[src/rtl/conversor_bcd_serial_rolhas.sv]
// Binary-to-packed-BCD converter (double dabble), one bit per clock; optional BLANK_LEADING_ZEROS_EN.
// Latency: accept edge T, result/done valid in the cycle after edge T+WIDTH+1.
// Backpressure: none; start is only sampled in IDLE and ignored (not queued) while busy.
module conversor_bcd_serial_rolhas #(
    parameter int WIDTH  = 7,
    parameter int DIGITS = 2
) (
    input  logic                  clk,
    input  logic                  rst_n,
    input  logic                  start,
    input  logic [WIDTH-1:0]      bin,
    output logic                  busy,
    output logic                  done,
    output logic [4*DIGITS-1:0]   bcd,
    output logic                  ovf,
    output logic [DIGITS-1:0]     blank
);

    localparam int CNT_W = $clog2(WIDTH + 1);

    typedef enum logic [1:0] {
        IDLE = 2'd0,
        CONV = 2'd1,
        DONE = 2'd2
    } state_t;

    state_t                 state, state_nxt;
    logic [WIDTH-1:0]       bin_sr;
    logic [4*DIGITS-1:0]    acc;
    logic [4*DIGITS-1:0]    acc_adj;
    logic [4*DIGITS-1:0]    bcd_fin;
    logic                   sticky;
    logic [CNT_W-1:0]       cnt;
    logic                   load;
    logic                   step;
    logic                   finish;

    always_ff @(posedge clk or negedge rst_n) begin
        if (!rst_n) begin
            state <= IDLE;
        end else begin
            state <= state_nxt;
        end
    end

    always_comb begin
        state_nxt = state;
        load      = 1'b0;
        step      = 1'b0;
        finish    = 1'b0;
        case (state)
            IDLE: begin
                if (start) begin
                    load      = 1'b1;
                    state_nxt = CONV;
                end
            end
            CONV: begin
                step = 1'b1;
                if (cnt == CNT_W'(WIDTH - 1)) begin
                    state_nxt = DONE;
                end
            end
            DONE: begin
                finish    = 1'b1;
                state_nxt = IDLE;
            end
            default: state_nxt = IDLE;
        endcase
    end

    assign busy = (state != IDLE);

    // Add-3 correction applied to every digit before the shift.
    always_comb begin
        acc_adj = acc;
        for (int i = 0; i < DIGITS; i++) begin
            if (acc[4*i +: 4] >= 4'd5) begin
                acc_adj[4*i +: 4] = acc[4*i +: 4] + 4'd3;
            end
        end
    end

    assign bcd_fin = sticky ? {DIGITS{4'h9}} : acc;

    always_ff @(posedge clk or negedge rst_n) begin
        if (!rst_n) begin
            bin_sr <= '0;
            acc    <= '0;
            sticky <= 1'b0;
            cnt    <= '0;
            bcd    <= '0;
            ovf    <= 1'b0;
            done   <= 1'b0;
        end else begin
            done <= finish;
            if (load) begin
                bin_sr <= bin;
                acc    <= '0;
                sticky <= 1'b0;
                cnt    <= '0;
            end else if (step) begin
                // A carry out of the top digit means the value no longer fits in DIGITS digits.
                acc    <= {acc_adj[4*DIGITS-2:0], bin_sr[WIDTH-1]};
                bin_sr <= bin_sr << 1;
                sticky <= sticky | acc_adj[4*DIGITS-1];
                cnt    <= cnt + CNT_W'(1);
            end
            if (finish) begin
                bcd <= bcd_fin;
                ovf <= sticky;
            end
        end
    end

`ifdef BLANK_LEADING_ZEROS_EN
    logic [DIGITS-1:0] blank_nxt;
    logic              zeros;

    // Walk from the most significant digit down; digit 0 is never blanked.
    always_comb begin
        blank_nxt = '0;
        zeros     = 1'b1;
        for (int i = DIGITS - 1; i >= 1; i--) begin
            zeros        = zeros & (acc[4*i +: 4] == 4'd0);
            blank_nxt[i] = zeros & ~sticky;
        end
    end

    always_ff @(posedge clk or negedge rst_n) begin
        if (!rst_n) begin
            blank <= '0;
        end else if (finish) begin
            blank <= blank_nxt;
        end
    end
`else
    assign blank = '0;
`endif

endmodule

[config.mk]
export PLATFORM = sky130hd
export DESIGN_NAME = conversor_bcd_serial_rolhas
export DESIGN_NICKNAME = d
export VERILOG_FILES = /design/src/rtl/conversor_bcd_serial_rolhas.sv
export SDC_FILE = /design/constraint.sdc
export NUM_CORES = 1
export LEC_CHECK = 0
export ABC_CLOCK_PERIOD_IN_PS = 2470
export BUFFER_PORTS_ARGS = -buffer_cell sky130_fd_sc_hd__buf_2
export CORE_MARGIN = 1
export CORE_UTILIZATION = 55
export CTS_BUF_LIST = sky130_fd_sc_hd__clkbuf_16
export CTS_CLUSTER_SIZE = 8
export DETAILED_ROUTE_END_ITERATION = 10
export PLACE_DENSITY = 0.78
export SLEW_MARGIN = 20
export SYNTH_ARGS = -nofsm -noshare
export SYNTH_HDL_FRONTEND = slang
export SYNTH_SLANG_ARGS = --single-unit
[constraint.sdc]
create_clock -name clk -period 2.47 [get_ports clk]
set_clock_uncertainty 0.05 [all_clocks]
set_input_delay 0.494 -clock clk [delete_from_list [all_inputs] [get_ports clk]]
set_output_delay 0.494 -clock clk [all_outputs]
set_load 0.01 [all_outputs]
==> impl_results.md, run 1 <==
- Multi-input gate area: 639.4 µm²
- Routability cong.: 0.7798
- Mapped cell area: 1514 µm²
- Clock share of power: 0.238
- Adder-Cell Fraction of Synth Area: 0.04959
- Layout cells sized above 1: 0.2036
- Pins Over Slew Limit: 0
- Leakage: 0.8627 nW
- Vias per cell: 5.624
- Status: finished clean
- Wire length per cell: 13.60 µm
- Core Box Area: 2545 µm²
- Largest net degree at the start of global routing: 32
- Net switching power: 0.0008472 W
- Final nets: 182
- Seq/Total Area, Yosys: 0.5124
- TritonRoute pass-1 iters: 4
- Slew headroom: 0.5623
- Share of the synthesized area in the top cell type: 0.5124
- # fillers: 185
- Top cell type by total area after synthesis: dfrtp_1
- Placed inst area: 1583 µm²
- Final WS setup: 595.0 ps
- Count leader, synth: dfrtp_1
- Async SR Flop Fraction: 1.000
- Post-route ant nets: 0
- Ant diodes: 0
- GRT Util Overall: 0.2210
- Num CTS Buffers: 5
- Slowest stage cell, crit path: dfrtp_1
- Worst vdd ir: 1031 µV
- Root buf cell: clkbuf_16
- Initial DRC count: 33
- WL final: 2680 µm
- Initial antenna violation count: 0
- P_int: 0.001472 W
- Initial core utilization: 0.5949
- DPL Wire Length: 1851 µm
- Yosys warnings: 0
- Vias in the first global route: 987
- Post-synthesis compound-gate area fraction: 0.1810
- Critical Path Max Stage Delay: 570 ps
- Vias: 1108
- Fmax: 533.3 MHz
- Avg Synthesized Cell Area: 10.30 µm²
- CTS resizes: 0
- Number of synthesized flops with an enable pin: 0
- DIE HEIGHT: 54.47 µm
- Htree depth: 2
- Critical path class: flip-flop to output port
- CTS tree: built
- Row cnt: 18
- Skew-Pair Late Insertion Delay: 270 ps
- Post-Synth Simple-Gate Area: 0.1397
- First-pass GRT wire length: 4326 µm
- TNS Setup: 0 ps
- XOR/XNOR share of the synthesized area: 0.01736
- CTS Sinks: 31
- Multiplexer share of the synthesized area: 0.02975
- Worst Path Max Fanout: 16
- Port Buffers: 20
- Flops & latches, synth: 31
- Sequential share of power: 0.406
- DRC: 0
- Area contributors post-synth: dfrtp_1 51%, o21ai_0 6.9%, nand2_1 5.5%
- Total power density per cell area: 1348 nW/µm²
- Die W: 54.47 µm
- Final Hold Fails: 0
- Final min period: 1875 ps
- Commonest cells post-synth: 31 x dfrtp_1, 22 x nand2_1, 21 x o21ai_0
- Worst Setup End Kind: output port
- CP bufs+invs: 1
- Logic pwr share: 0.356
- Longest Clk Path Bufs: 2
- Crit path arrival time: 1330 ps
- Aggregate global routing overflow: 0
- Slew @ Worst Pin: 656.6 ps
- Top delay family on crit path: flip-flops
- Largest family of logic cells by synthesized area: compound AO/OA/AOI/OAI gates
- RSZ-0062 raised after global routing: no
- Net Sw Frac: 0.3652
- Pre-CTS setup slack: 892.9 ps
- Syn Inst Count: 147
- Hold Buf Count CTS: 0
- Post-CTS setup buffer count: 0
- Die area: 2966 µm²
- Max-cap check violation count: 0
- Worst Setup Start Kind: flip-flop
- Hold WC Path Type: primary input to async pin
- Area Overhead vs Synth: 13.64%
- WP data required: 1930 ps
- Yosys cell types: 34
- Synth Flop Type: dfrtp_1
- Finish-stage setup viols: 0
- Clock transition at the registers of the reported paths: 50 ps
- Ports: 23
- Final Instance Area: 1720 µm²
- Final period util: 0.7591
- CP cell instances: or2_2, buf_2
- Sequential Area: 775.7 µm²
## metrics by stage
step	power, W	instances	utilization	hold WS [ps]
final	0.002319	197	0.6760	201.5
after global routing	0.002515	197	0.6760	265.0
after CTS	0.002325	197	0.6760	228.8
after detailed placement	0.001766	189	0.6219	414.7
after global placement	0.001703	189	0.6219	405.1
after floorplan	0.001548	148	-	148.4
## worst reg2reg max path, cell delays in order, from the launching register on
cell      delay, ps
dfrtp_1         430
inv_1           120
ha_1            210
nand2b_1         90
a21oi_2         240
mux2i_1         250
a22o_1          150
## cells by family (layout without fill, tap and decap cells)
family / Yosys count / in the layout
other cells: 1 / 2
flops: 31 / 31
mux: 4 / 4
buf+inv: 17 / 36
compound gates: 42 / 42
xor+xnor: 3 / 3
simple gates: 43 / 43
fa+ha+maj: 6 / 6
## final timing paths
path | from | endpoint | slack [ps] | depth (start not counted)
worst max-delay path | state[0] | busy | 590 | 2
worst min-delay path | rst_n | bcd[7] | 200 | 1
worst max register to register | acc[0] | acc[2] | 870 | 6
worst min register to register | bcd[0] | bcd[0] | 420 | 2
max in group asynchronous | rst_n | acc[5] | 1740 | 1
min in group clk | bcd[0] | bcd[0] | 420 | 2
## area by class of cell
| class | count | area share |
|---|---|---|
| Clock buffer | 5 | 0.07273 |
| Tap cell | 30 | 0.02182 |
| Inverter | 8 | 0.01745 |
| Multi-Input combinational cell | 100 | 0.3716 |
| Sequential cell | 31 | 0.4509 |
| Timing Repair Buffer | 20 | 0.05818 |
| Clock inverter | 3 | 0.007273 |
## cells in the final DEF (no fill, tap or decap)
cell       netlist  layout
nand3_1          2       2
a2bb2oi_1        1       1
o21ai_1          2       2
nor2_2           1       1
mux2i_1          3       3
dfrtp_1         31      31
o21bai_4         1       1
nor2_1           4       4
ha_1             6       6
nor2b_2          1       1
nand2_1         22      22
inv_1            8      10
nand2b_4         1       1
mux2_4           1       1
nor3b_1          1       1
buf_2            1      20
xor2_1           1       1
o31ai_1          3       3
a21oi_2          2       2
nor3_1           2       2
or2_2            1       1
conb_1           1       2
a31oi_1          1       1
clkinv_2         0       1
or2b_1           1       1
clkbuf_16        0       5
a21oi_1          1       1
nand2b_1         6       6
xnor2_1          2       2
and3_1           1       1
o21ai_0         21      21
a22o_1           4       4
a22oi_1          6       6
## routing by layer
metal / vias to the layer above / global-route usage / share of wire
met2: 35 / 0.3374 / 0.48
li1: 541 / - / -
met3: 6 / 0.07500 / 0.049
met1: 526 / 0.2681 / 0.45
met5: - / 0 / 0
met4: 0 / 0.1325 / 0.023
## power by group through the flow
stage	combinational (W)	sequential [W]	clock (W)
3_5_place_dp	0.000819	0.000947	0
3_3_place_gp	0.000775	0.000929	0
6_report	0.000825	0.000942	0.000552
2_1_floorplan	0.000652	0.000896	0
5_1_grt	0.000950	0.000982	0.000582
4_1_cts	0.000827	0.000940	0.000558
## flip-flops by register name, summed over array words and instances (netlist names)
register and flops:
bcd 8, acc 8, state 2, bin_sr 7, ovf 1, sticky 1, done 1, cnt 3
Note: power is estimated with default switching activity, not from simulation.
==> run 2: changes to the inputs <==
--- a/config.mk
+++ b/config.mk
@@ -5,7 +5,7 @@
 export SDC_FILE = /design/constraint.sdc
 export NUM_CORES = 1
 export LEC_CHECK = 0
-export ABC_CLOCK_PERIOD_IN_PS = 2470
+export ABC_CLOCK_PERIOD_IN_PS = 1800
 export BUFFER_PORTS_ARGS = -buffer_cell sky130_fd_sc_hd__buf_2
 export CORE_MARGIN = 1
 export CORE_UTILIZATION = 55
==> constraint.sdc (replaced) <==
create_clock -name clk -period 1.8 [get_ports clk]
set_clock_uncertainty 0.05 [all_clocks]
set_input_delay 0.36 -clock clk [delete_from_list [all_inputs] [get_ports clk]]
set_output_delay 0.36 -clock clk [all_outputs]
set_load 0.01 [all_outputs]
==> run 2 against run 1 <==
- register-to-register slack worse by 640 ps
- critical endpoint unchanged
- largest power group unchanged
- utilization rose by 1.3 points
- worst setup slack worse by 490 ps
- first-iteration DRC count decreased by 58%
- non-clock buffer count increased by 1
- via count up 0.81%
- cell count is 0.51% higher
- critical path depth unchanged
- hold slack lost 130 ps
- clock power up 68%
- sequential power rose by 36%
- final area rose by 2.0%
==> impl_results.md, run 2 (synthesized netlist as in run 1, its figures left out) <==
- Final Instance Area: 1754 µm² (was 1720 µm²)
- Leakage: 0.8722 nW (was 0.8627 nW)
- Ports: 23 (unchanged)
- RSZ-0062 raised after global routing: no (unchanged)
- DIE HEIGHT: 54.47 µm (unchanged)
- Post-Layout Cell Count: 198 (was 197)
- Hold_ws: 75.64 ps (was 201.5 ps)
- Hold Buf Count CTS: 0 (unchanged)
- Worst Setup Start Kind: flip-flop (unchanged)
- Fmax: 589.9 MHz
- Slew headroom: 0.5460 (was 0.5623)
- Wire length per cell: 14.78 µm (was 13.60 µm)
- R2R Path End: acc[2] (unchanged)
- Ant diodes: 0 (unchanged)
- CTS tree: built (unchanged)
- Most frequent cells in the layout: 31 x dfrtp_1, 22 x nand2_1, 21 x o21ai_0 (unchanged)
- Aggregate global routing overflow: 0 (unchanged)
- Vias: 1117 (was 1108)
- Final period util: 0.9419
- Worst Setup End Kind: output port (unchanged)
- GRT Util Overall: 0.2227 (was 0.2210)
- CTS Sinks: 31 (unchanged)
- Skew-Pair Late Insertion Delay: 270 ps (about the same)
- Routability cong.: 0.7605 (was 0.7798)
- Final min period: 1695 ps
- WL final: 2927 µm (was 2680 µm)
- WP data required: 1390 ps (was 1930 ps)
- Status: finished clean (unchanged)
- Worst vdd ir: 1253 µV (was 1031 µV)
- Post-CTS setup buffer count: 0 (unchanged)
- CTS resizes: 0 (unchanged)
- R2R Path Start: acc[0] (unchanged)
- First-pass GRT wire length: 4554 µm (was 4326 µm)
- Htree depth: 2 (unchanged)
- Biggest regs: acc: 8 flops, bcd: 8 flops, bin_sr: 7 flops (unchanged)
- WL met3: 92 µm (was 131 µm)
- Area Overhead vs Synth: 15.87% (was 13.64%)
- Reg2reg setup slack: 230 ps (was 870 ps)
- Dpl cells: 190 (was 189)
- TritonRoute pass-1 iters: 4 (unchanged)
- Port Buffers: 20 (unchanged)
- Initial DRC count: 14 (was 33)
- Largest net degree at the start of global routing: 32 (unchanged)
- Worst Path Max Fanout: 14 (was 16)
- Final nets: 183 (was 182)
- DPL Wire Length: 1950 µm (was 1851 µm)
- Total power: 0.003392 W (was 0.002319 W)
- Die area: 2966 µm² (unchanged)
- Clock transition at the registers of the reported paths: 50 ps (about the same)
- Reg2reg path depth: 6 (unchanged)
- Vias per cell: 5.641 (was 5.624)
- Initial core utilization: 0.5949 (unchanged)
- Core Box Area: 2545 µm² (unchanged)
- Pins Over Slew Limit: 0 (unchanged)
- Vias in the first global route: 1015 (was 987)
- Most common cell after layout, fill and taps aside: dfrtp_1 (unchanged)
- CP cell instances: or2_2, buf_2 (unchanged)
- Finish-stage setup viols: 0 (unchanged)
- Root buf cell: clkbuf_16 (unchanged)
- Slew @ Worst Pin: 681.0 ps (was 656.6 ps)
- DRT met1 WL: 1284 µm (was 1193 µm)
- Sequential Area: 775.7 µm² (unchanged)
- TNS Setup: 0 ps (unchanged)
- Row cnt: 18 (unchanged)
- Longest Clk Path Bufs: 2 (unchanged)
- Slowest stage cell, crit path: dfrtp_1 (unchanged)
- Placed inst area: 1590 µm² (was 1583 µm²)
- Critical Path Max Stage Delay: 530 ps (was 570 ps)
- Top Layer Used: met4 (unchanged)
- DRC: 0 (unchanged)
- Max-cap check violation count: 0 (unchanged)
- Hold WC Path Type: primary input to async pin (unchanged)
- WL met2: 1533 µm (was 1292 µm)
- Num CTS Buffers: 5 (unchanged)
- Post-route ant nets: 0 (unchanged)
- Die W: 54.47 µm (unchanged)
- Initial antenna violation count: 0 (unchanged)
- Layout cells sized above 1: 0.2143 (was 0.2036)
- Crit path arrival time: 1290 ps (was 1330 ps)
- Total power density per cell area: 1933 nW/µm² (was 1348 nW/µm²)
- Critical path class: flip-flop to output port (unchanged)
- Multi-input gate area: 639.4 µm² (unchanged)
- Final Hold Fails: 0 (unchanged)
- # fillers: 201 (was 185)
-- run 2: changes by cell type in the layout (fill, tap and decap cells not counted), sizes merged --
cell    before  now
inv         10    8
buf         20   21
bufinv       0    1
clkinv       1    2
-- run 2: metal layers --
layer | up-vias | GRT usage
met5 | - | 0
met4 | 0 | 0.08547
met3 | 2 | 0.07778
met2 | 31 | 0.3780
met1 | 546 | 0.2552
li1 | 538 | -
-- run 2: how the worst max path moves through the flow --
stage	end	cells after the start	slack [ps]	startpoint
after floorplan	acc[2]	6	420	acc[0]
after global placement	acc[2]	6	390	acc[0]
after detailed placement	acc[2]	6	300	acc[0]
after CTS	busy	2	100	state[1]
after global routing	busy	2	60	state[1]
final	busy	2	100	state[1]
-- run 2: metrics by stage --
stage | util | setup WS, ps
after CTS | 0.6893 | 104.3
final | 0.6893 | 104.7
after floorplan | - | 424.4
after detailed placement | 0.6249 | 298.3
after global placement | 0.6249 | 385.4
after global routing | 0.6893 | 56.54
-- run 2: report_power, final --
part | total [W] | internal (W) | switching (W)
logic | 0.00119 | 0.000539 | 0.000648
clock network | 0.000929 | 0.000644 | 0.000285
registers | 0.00128 | 0.000995 | 0.000281
-- run 2: layout make-up --
type / count / area share
Sequential cell: 31 / 0.4422
Multi-Input combinational cell: 100 / 0.3645
Clock buffer: 5 / 0.07133
Clock inverter: 3 / 0.02211
Timing Repair Buffer: 21 / 0.06134
Tap cell: 30 / 0.02140
Inverter: 8 / 0.01712
-- run 2: worst max-delay path, delay by kind of cell (launching register included) --
kind                   cells  cell delay, ps
AND/OR/NAND/NOR            1             350
flip-flops                 1             530
buffers and inverters      1             140
==> run 3: changes to the inputs <==
--- a/config.mk
+++ b/config.mk
@@ -9,7 +9,7 @@
 export BUFFER_PORTS_ARGS = -buffer_cell sky130_fd_sc_hd__buf_2
 export CORE_MARGIN = 1
 export CORE_UTILIZATION = 55
-export CTS_BUF_LIST = sky130_fd_sc_hd__clkbuf_16
+export CTS_BUF_LIST = sky130_fd_sc_hd__clkbuf_8
 export CTS_CLUSTER_SIZE = 8
 export DETAILED_ROUTE_END_ITERATION = 10
 export PLACE_DENSITY = 0.78
==> run 3 against run 2 <==
- sequential share of layout area rose by 1.2 points
- hold slack got worse by 19 ps
- non-clock buffer count unchanged
- sequential power is essentially flat
- largest cell class unchanged
- largest power group unchanged
==> impl_results.md, run 3 (synthesized netlist as in run 1, its figures left out) <==
- Sequential share of power: 0.405 (was 0.376)
- Initial DRC count: 16 (was 14)
- WL final: 2758 µm (was 2927 µm)
- DIE HEIGHT: 54.47 µm (unchanged)
- Final period util: 0.9468 (was 0.9419)
- Root buf cell: clkbuf_8 (was clkbuf_16)
- Die area: 2966 µm² (unchanged)
- Hold Buf Count CTS: 0 (unchanged)
- Final min period: 1704 ps (was 1695 ps)
- WP data required: 1390 ps (about the same)
- Area Overhead vs Synth: 12.81% (was 15.87%)
- Worst vdd ir: 1049 µV (was 1253 µV)
- R2R Path Start: acc[0] (unchanged)
- Biggest regs: acc: 8 flops, bcd: 8 flops, bin_sr: 7 flops (unchanged)
- Vias in the first global route: 984 (was 1015)
- R2R Path End: acc[2] (unchanged)
- Post-route ant nets: 0 (unchanged)
- Slew @ Worst Pin: 662.5 ps (was 681.0 ps)
- Ant diodes: 0 (unchanged)
- Crit path arrival time: 1290 ps (about the same)
- Final nets: 183 (unchanged)
- Total power: 0.003141 W (was 0.003392 W)
- Aggregate global routing overflow: 0 (unchanged)
- Layout cells sized above 1: 0.2202 (was 0.2143)
- Final Hold Fails: 0 (unchanged)
- CTS resizes: 0 (unchanged)
- Status: finished clean (unchanged)
- Routability cong.: 0.7605 (unchanged)
- Net Sw Frac: 0.3699 (was 0.3578)
- TritonRoute pass-1 iters: 4 (unchanged)
- Fmax: 586.8 MHz (was 589.9 MHz)
- Most frequent cells in the layout: 31 x dfrtp_1, 22 x nand2_1, 21 x o21ai_0 (unchanged)
- Num CTS Buffers: 5 (unchanged)
- Worst Setup End Kind: output port (unchanged)
- CTS Sinks: 31 (unchanged)
- Longest Clk Path Bufs: 2 (unchanged)
- DPL Wire Length: 1950 µm (unchanged)
- Port Buffers: 20 (unchanged)
- Ports: 23 (unchanged)
- Most common cell after layout, fill and taps aside: dfrtp_1 (unchanged)
- Slew headroom: 0.5584 (was 0.5460)
- Post-Layout Cell Count: 198 (unchanged)
- Core Box Area: 2545 µm² (unchanged)
- Post-CTS setup buffer count: 0 (unchanged)
- Row cnt: 18 (unchanged)
- Reg2reg setup slack: 260 ps (was 230 ps)
- Logic pwr share: 0.370 (was 0.350)
- Total power density per cell area: 1839 nW/µm² (was 1933 nW/µm²)
- Net switching power: 0.001162 W (was 0.001214 W)
- Initial antenna violation count: 0 (unchanged)
- RSZ-0062 raised after global routing: no (unchanged)
- Worst Setup Start Kind: flip-flop (unchanged)
- Reg2reg path depth: 6 (unchanged)
- Clock share of power: 0.225 (was 0.274)
- Largest net degree at the start of global routing: 32 (unchanged)
- Die W: 54.47 µm (unchanged)
- TNS Setup: 0 ps (unchanged)
- P_int: 0.001979 W (was 0.002178 W)
- DRC: 0 (unchanged)
- Clock transition at the registers of the reported paths: 70 ps (was 50 ps)
- Pins Over Slew Limit: 0 (unchanged)
- First-pass GRT wire length: 4243 µm (was 4554 µm)
- Wire length per cell: 13.93 µm (was 14.78 µm)
- Skew-Pair Late Insertion Delay: 280 ps (was 270 ps)
- Leakage: 0.8521 nW (was 0.8722 nW)
- Worst Path Max Fanout: 14 (unchanged)
- Htree depth: 2 (unchanged)
- Hold WC Path Type: primary input to async pin (unchanged)
- Dpl cells: 190 (unchanged)
- Max-cap check violation count: 0 (unchanged)
- GRT Util Overall: 0.2083 (was 0.2227)
- Critical path class: flip-flop to output port (unchanged)
- Finish-stage setup viols: 0 (unchanged)
- Vias per cell: 5.485 (was 5.641)
- Vias: 1086 (was 1117)
- Initial core utilization: 0.5949 (unchanged)
- CTS tree: built (unchanged)
-- run 3: cell count changes in the layout (fill, tap and decap cells not counted), sizes merged --
cell	change
clkbuf	+1
clkinv	-1
-- run 3: area by class of cell --
type                    count  area [µm²]
repair buffers             21       107.6
clock buffers               6       82.58
fillers                   207       837.1
clock inverters             2       35.03
inverters                   8       30.03
multi-input cells         100       639.4
flip-flops and latches     31       775.7
well taps                  30       37.54
-- run 3: how the worst max path moves through the flow --
stage	start	endpoint	slack, ps	depth (start not counted)
after floorplan	acc[0]	acc[2]	420	6
after global placement	acc[0]	acc[2]	390	6
after detailed placement	acc[0]	acc[2]	300	6
after CTS	state[1]	busy	90	2
after global routing	state[1]	busy	40	2
final	state[1]	busy	100	2
-- run 3: worst max-delay path, stage by stage, from the launching register on --
cell     delay, ps
dfrtp_1        530
or2_2          350
buf_2          140
-- run 3: metal layers --
layer / GRT usage / up-vias / wire, µm
met2: 0.3191 / 20 / 1355
met5: 0 / - / 0
met1: 0.2591 / 522 / 1276
met4: 0.09402 / 0 / 34
met3: 0.07778 / 5 / 92
li1: - / 539 / -
-- run 3: per-stage QoR --
| step | utilization | worst slack, ps | cell area, µm² | hold WS, ps |
|---|---|---|---|---|
| floorplan | - | 424.4 | 1518 | 14.41 |
| global route | 0.6711 | 38.32 | 1708 | 113.4 |
| global placement | 0.6249 | 385.4 | 1590 | 374.5 |
| detailed placement | 0.6249 | 298.3 | 1590 | 384.5 |
| CTS | 0.6711 | 92.95 | 1708 | 87.11 |
| finish | 0.6711 | 95.70 | 1708 | 56.22 |
-- run 3: power by group through the flow --
stage	combinational, W	clock (W)	sequential [W]
3_5_place_dp	0.00117	0	0.00128
4_1_cts	0.00117	0.000710	0.00127
5_1_grt	0.00131	0.000744	0.00133
6_report	0.00116	0.000705	0.00127
3_3_place_gp	0.00110	0	0.00126
2_1_floorplan	0.000895	0	0.00123
